**config.mk**
```make
export PLATFORM = sky130hd
export DESIGN_NAME = mac_unit
export DESIGN_NICKNAME = d
export VERILOG_FILES = /design/src/rtl/mac_unit.sv
export SDC_FILE = /design/constraint.sdc
export NUM_CORES = 1
export LEC_CHECK = 0
export BUFFER_PORTS_ARGS = -buffer_cell sky130_fd_sc_hd__buf_2
export CAP_MARGIN = 0
export CORE_AREA = 2 2 39 41
export DETAILED_ROUTE_END_ITERATION = 12
export DIE_AREA = 0 0 41 43
export GPL_TIMING_DRIVEN = 0
export PLACE_DENSITY_LB_ADDON = 0.2
export SLEW_MARGIN = 40
export SYNTH_ARGS = -nofsm -noshare
export SYNTH_HDL_FRONTEND = slang
export SYNTH_SLANG_ARGS = --single-unit
```
**constraint.sdc**
```tcl
create_clock -name clk -period 4.3 [get_ports clk]
set_input_delay 0 -clock clk [delete_from_list [all_inputs] [get_ports clk]]
set_output_delay 0 -clock clk [all_outputs]
set_load 0.01 [all_outputs]
```
**src/rtl/mac_unit.sv**
```systemverilog
// Unsigned multiply-accumulate: z accumulates a*b on every clock edge.
// The overflow policy is a parameter: wrap modulo 2^ACC_WIDTH, or clamp at full scale.
module mac_unit #(
    parameter int A_WIDTH   = 3,
    parameter int B_WIDTH   = 3,
    parameter int ACC_WIDTH = 6,
    parameter bit SATURATE  = 1'b0
) (
    input  logic                 clk,
    input  logic                 rst,
    input  logic [A_WIDTH-1:0]   a,
    input  logic [B_WIDTH-1:0]   b,
    output logic [ACC_WIDTH-1:0] z
);

    localparam int P_WIDTH   = A_WIDTH + B_WIDTH;
    localparam int SUM_WIDTH = ((ACC_WIDTH > P_WIDTH) ? ACC_WIDTH : P_WIDTH) + 1;

    logic [P_WIDTH-1:0]   product;
    logic [SUM_WIDTH-1:0] sum_full;
    logic [ACC_WIDTH-1:0] acc_reg;
    logic [ACC_WIDTH-1:0] acc_next;

    assign product = P_WIDTH'(a) * P_WIDTH'(b);

    // The extra top bit keeps the true sum, so a carry out of the accumulator is never lost.
    assign sum_full = SUM_WIDTH'(acc_reg) + SUM_WIDTH'(product);

    generate
        if (SATURATE) begin : g_sat
            localparam logic [ACC_WIDTH-1:0] ACC_MAX = '1;
            always_comb begin
                acc_next = sum_full[ACC_WIDTH-1:0];
                if (sum_full > SUM_WIDTH'(ACC_MAX)) begin
                    acc_next = ACC_MAX;
                end
            end
        end else begin : g_wrap
            always_comb begin
                acc_next = sum_full[ACC_WIDTH-1:0];
            end
        end
    endgenerate

    always_ff @(posedge clk) begin
        if (rst) begin
            acc_reg <= '0;
        end else begin
            acc_reg <= acc_next;
        end
    end

    assign z = acc_reg;

endmodule

```
==> metrics.md <==
| Metric | Value |
|---|---|
| Status | `finished, final reports clean` |
| RSZ-0062 raised after global routing | `no` |
| Setup bufs post-CTS | `0` |
| Clock sinks | `6` |
| Simple-gate share of the synthesized area | `~18%` |
| Final hold viol count | `0` |
| Max VDD drop | `between 0.0002 and 0.0003 V` |
| Post-synthesis xor/xnor area fraction | `around 3.5%` |
| Largest family of logic cells by synthesized area | `adder cells` |
| Final period utilization | `roughly half` |
| CTS Buf Count | `3` |
| Synth Area in Compound Gates | `under 10%` |
| Layout cells sized above 1 | `between 20% and 30%` |
| Die height | `~43 um` |
| WL per Instance | `9.05 um` |
| Final setup fails | `0` |
| Synth-to-Final Area Change | `21.4%` |
| Worst-Skew Late Latency | `about 0.24 ns` |
| Critical path endpoint category | `flop` |
| Setup CP Type | `input port to flop` |
| Die area | `between 1500 and 2000 um2` |
| Crit-path leading delay family | `adder cells` |
| Pwr/cell area | `between 400 and 500 nW/um2` |
| Post-Syn Nets | `73` |
| NumNets Final | `91` |
| Crit-path max cell delay | `0.53 ns` |
| Logic pwr share | `a little over half` |
| Most used cell, CP | `fa_1` |
| Fin crit period | `approximately 2.1 ns` |
| Slew of the pin with the lowest slew margin | `between 0.15 and 0.2 ns` |
| HPWL Detailed | `just under 700 um` |
| Final WS setup | `2.23 ns` |
| Crit path launch | `b[2]` |
| Pre-CTS setup slack | `1.96 ns` |
| Post-CTS Hold Buffers | `0` |
| Grt ovf | `0` |
| Switching Share | `between 30% and 40%` |
| Worst-path cell chain | `buf_2 > nand2_1 > fa_1 > inv_1 > fa_1 > ha_1 > a21o_1 > a21oi_2 > mux2_1` |
| Port-buffer cells | `13` |
| Max Fclk | `around 480 MHz` |
| Critical-path maximum fanout | `3` |
| Die width | `approximately 40 um` |
| Via density | `between 4 and 5` |
| Worst Path Required | `4.43 ns` |
| First-pass GRT wire length | `approximately 1.4 mm` |
| Standard-cell rows | `14` |
| NetSw | `approximately 0.00011 W` |
| DRC | `0` |
| Worst Skew | `around 0.0022 ns` |
| Syn_area_per_cell | `slightly below 10 um2` |
| Critical path arrival | `around 2.2 ns` |
| HP Start | `rst` |
| Synth Cell Area | `502 um2` |
| TNS Setup | `0 ns` |
| Worst Setup Start Kind | `input port` |
| Largest net degree at the start of global routing | `8` |
| ANT cells | `0` |
| Worst flop-to-flop path startpoint | `z[2]$_SDFF_PP0_` |
| Drt first-iter violations | `1` |
| Synth Register Bits | `6` |
| CP Buf/Inv Count | `2` |
| Htree depth | `1` |
| Initial Utilization | `a little over a third` |
| Largest register FFs | `6` |
| Via count | `around 380` |
| CORE AREA | `around 1400 um2` |
| # IOs | `14` |
| Gr usage total | `between 10% and 20%` |
| Post-synthesis mux area share | `about 2.2%` |
| Netlist cell types | `14` |
| CTS tree | `built` |
| Clock Power Share | `18.1%` |
| Yosys warning total | `0` |
| Worst min-delay path category | `input port to flop` |
| Pleak | `between 0.3 and 0.4 nW` |
| Routability cong. | `between 0.6 and 0.7` |
| Final WL | `760 um` |
| Post-synthesis sequential area ratio | `23.9%` |
| Antenna-violating nets left | `0` |
| Antenna violations before repair | `0` |
| Pre-antenna DRT Iters | `2` |
| Post-CTS resize count | `0` |
| CP max-delay cell | `fa_1` |
| Max-Cap Viols | `0` |
| Vias in the first global route | `382` |
| Worst-path clk slew | `around 0.050 ns` |
| Relative slew slack | `between 80% and 90%` |
| Synth Area in Adders | `39.9%` |
| Int Pwr | `roughly 0.00018 W` |
| Max Slew Vio Count | `0` |
| Gate Count Post-Synth | `52` |
| CTS Buffer Depth | `2` |
| Seq pwr share | `around 30%` |
| CTS root buf | `clkbuf_4` |
-- power by group through the flow --
stage / registers, W / clock network [W] / logic, W
6_report: 0.0000854 / 0.0000522 / 0.000151
4_1_cts: 0.0000861 / 0.0000552 / 0.000156
2_1_floorplan: 0.0000962 / 0 / 0.000105
3_3_place_gp: 0.0000867 / 0 / 0.000153
5_1_grt: 0.0000886 / 0.0000563 / 0.000181
3_5_place_dp: 0.0000870 / 0 / 0.000155
-- metrics by stage --
stage / instances / util [%] / hold WS [ns] / power, W / area, um2
6_report: 84 / 44.0 / 0.00811 / 0.000288 / 609
5_1_grt: 84 / 44.0 / 0.0224 / 0.000326 / 609
3_5_place_dp: 81 / 42.4 / 0.276 / 0.000242 / 587
3_3_place_gp: 81 / 42.4 / 0.269 / 0.000240 / 587
2_1_floorplan: 52 / - / 0.0691 / 0.000201 / 502
4_1_cts: 84 / 44.0 / 0.0127 / 0.000297 / 609
-- cell usage in the layout (no fill, tap or decap), drive strengths merged, types with 3 or more instances in the layout --
master / netlist / layout
a21oi: 3 / 3
and2: 5 / 5
buf: 0 / 13
clkbuf: 0 / 3
dfxtp: 6 / 6
fa: 5 / 5
ha: 8 / 8
inv: 8 / 8
nand2: 4 / 4
nor2b: 4 / 4
-- routing by layer --
metal	up-vias	global-route usage, %	routed length, um
met1	172	13.8	331
met3	0	7.85	62
met4	0	2.00	0
met5	-	0	0
met2	9	18.1	367
li1	197	-	-
-- Yosys cell counts --
library cell | number | area [um2]
mux2_1 | 1 | 11.3
ha_1 | 8 | 100
nor2_1 | 2 | 7.51
dfxtp_1 | 6 | 120
nand3_1 | 2 | 10.0
xnor2_1 | 2 | 17.5
a21oi_1 | 2 | 10.0
a21oi_2 | 1 | 8.76
and2_1 | 5 | 31.3
nand2_1 | 4 | 15.0
fa_1 | 5 | 100
inv_1 | 8 | 30.0
nor2b_1 | 4 | 25.0
a21o_1 | 2 | 15.0
-- area by class of cell --
class | instances | area (um2)
clock buffers | 3 | 22.5
fillers | 137 | 774
inverters | 8 | 30.0
multi-input cells | 38 | 352
flip-flops and latches | 6 | 120
well taps | 16 | 20.0
repair buffers | 13 | 65.1
-- worst paths after layout --
check,slack (ns),end,cells past startpoint
worst max-delay path,2.23,z[4]$_SDFF_PP0_,9
worst max register to register,2.39,z[4]$_SDFF_PP0_,5
worst min-delay path,0.008,z[3]$_SDFF_PP0_,2
worst min register to register,0.60,z[5]$_SDFF_PP0_,3
-- logic make-up after synthesis --
family                   after synthesis
AND/OR/NAND/NOR                       17
AO/OA/AOI/OAI                          5
multiplexers                           1
XOR/XNOR                               2
adder cells (fa/ha/maj)               13
flip-flops                             6
buffers and inverters                  8
Power figures use the tool's default switching activity.
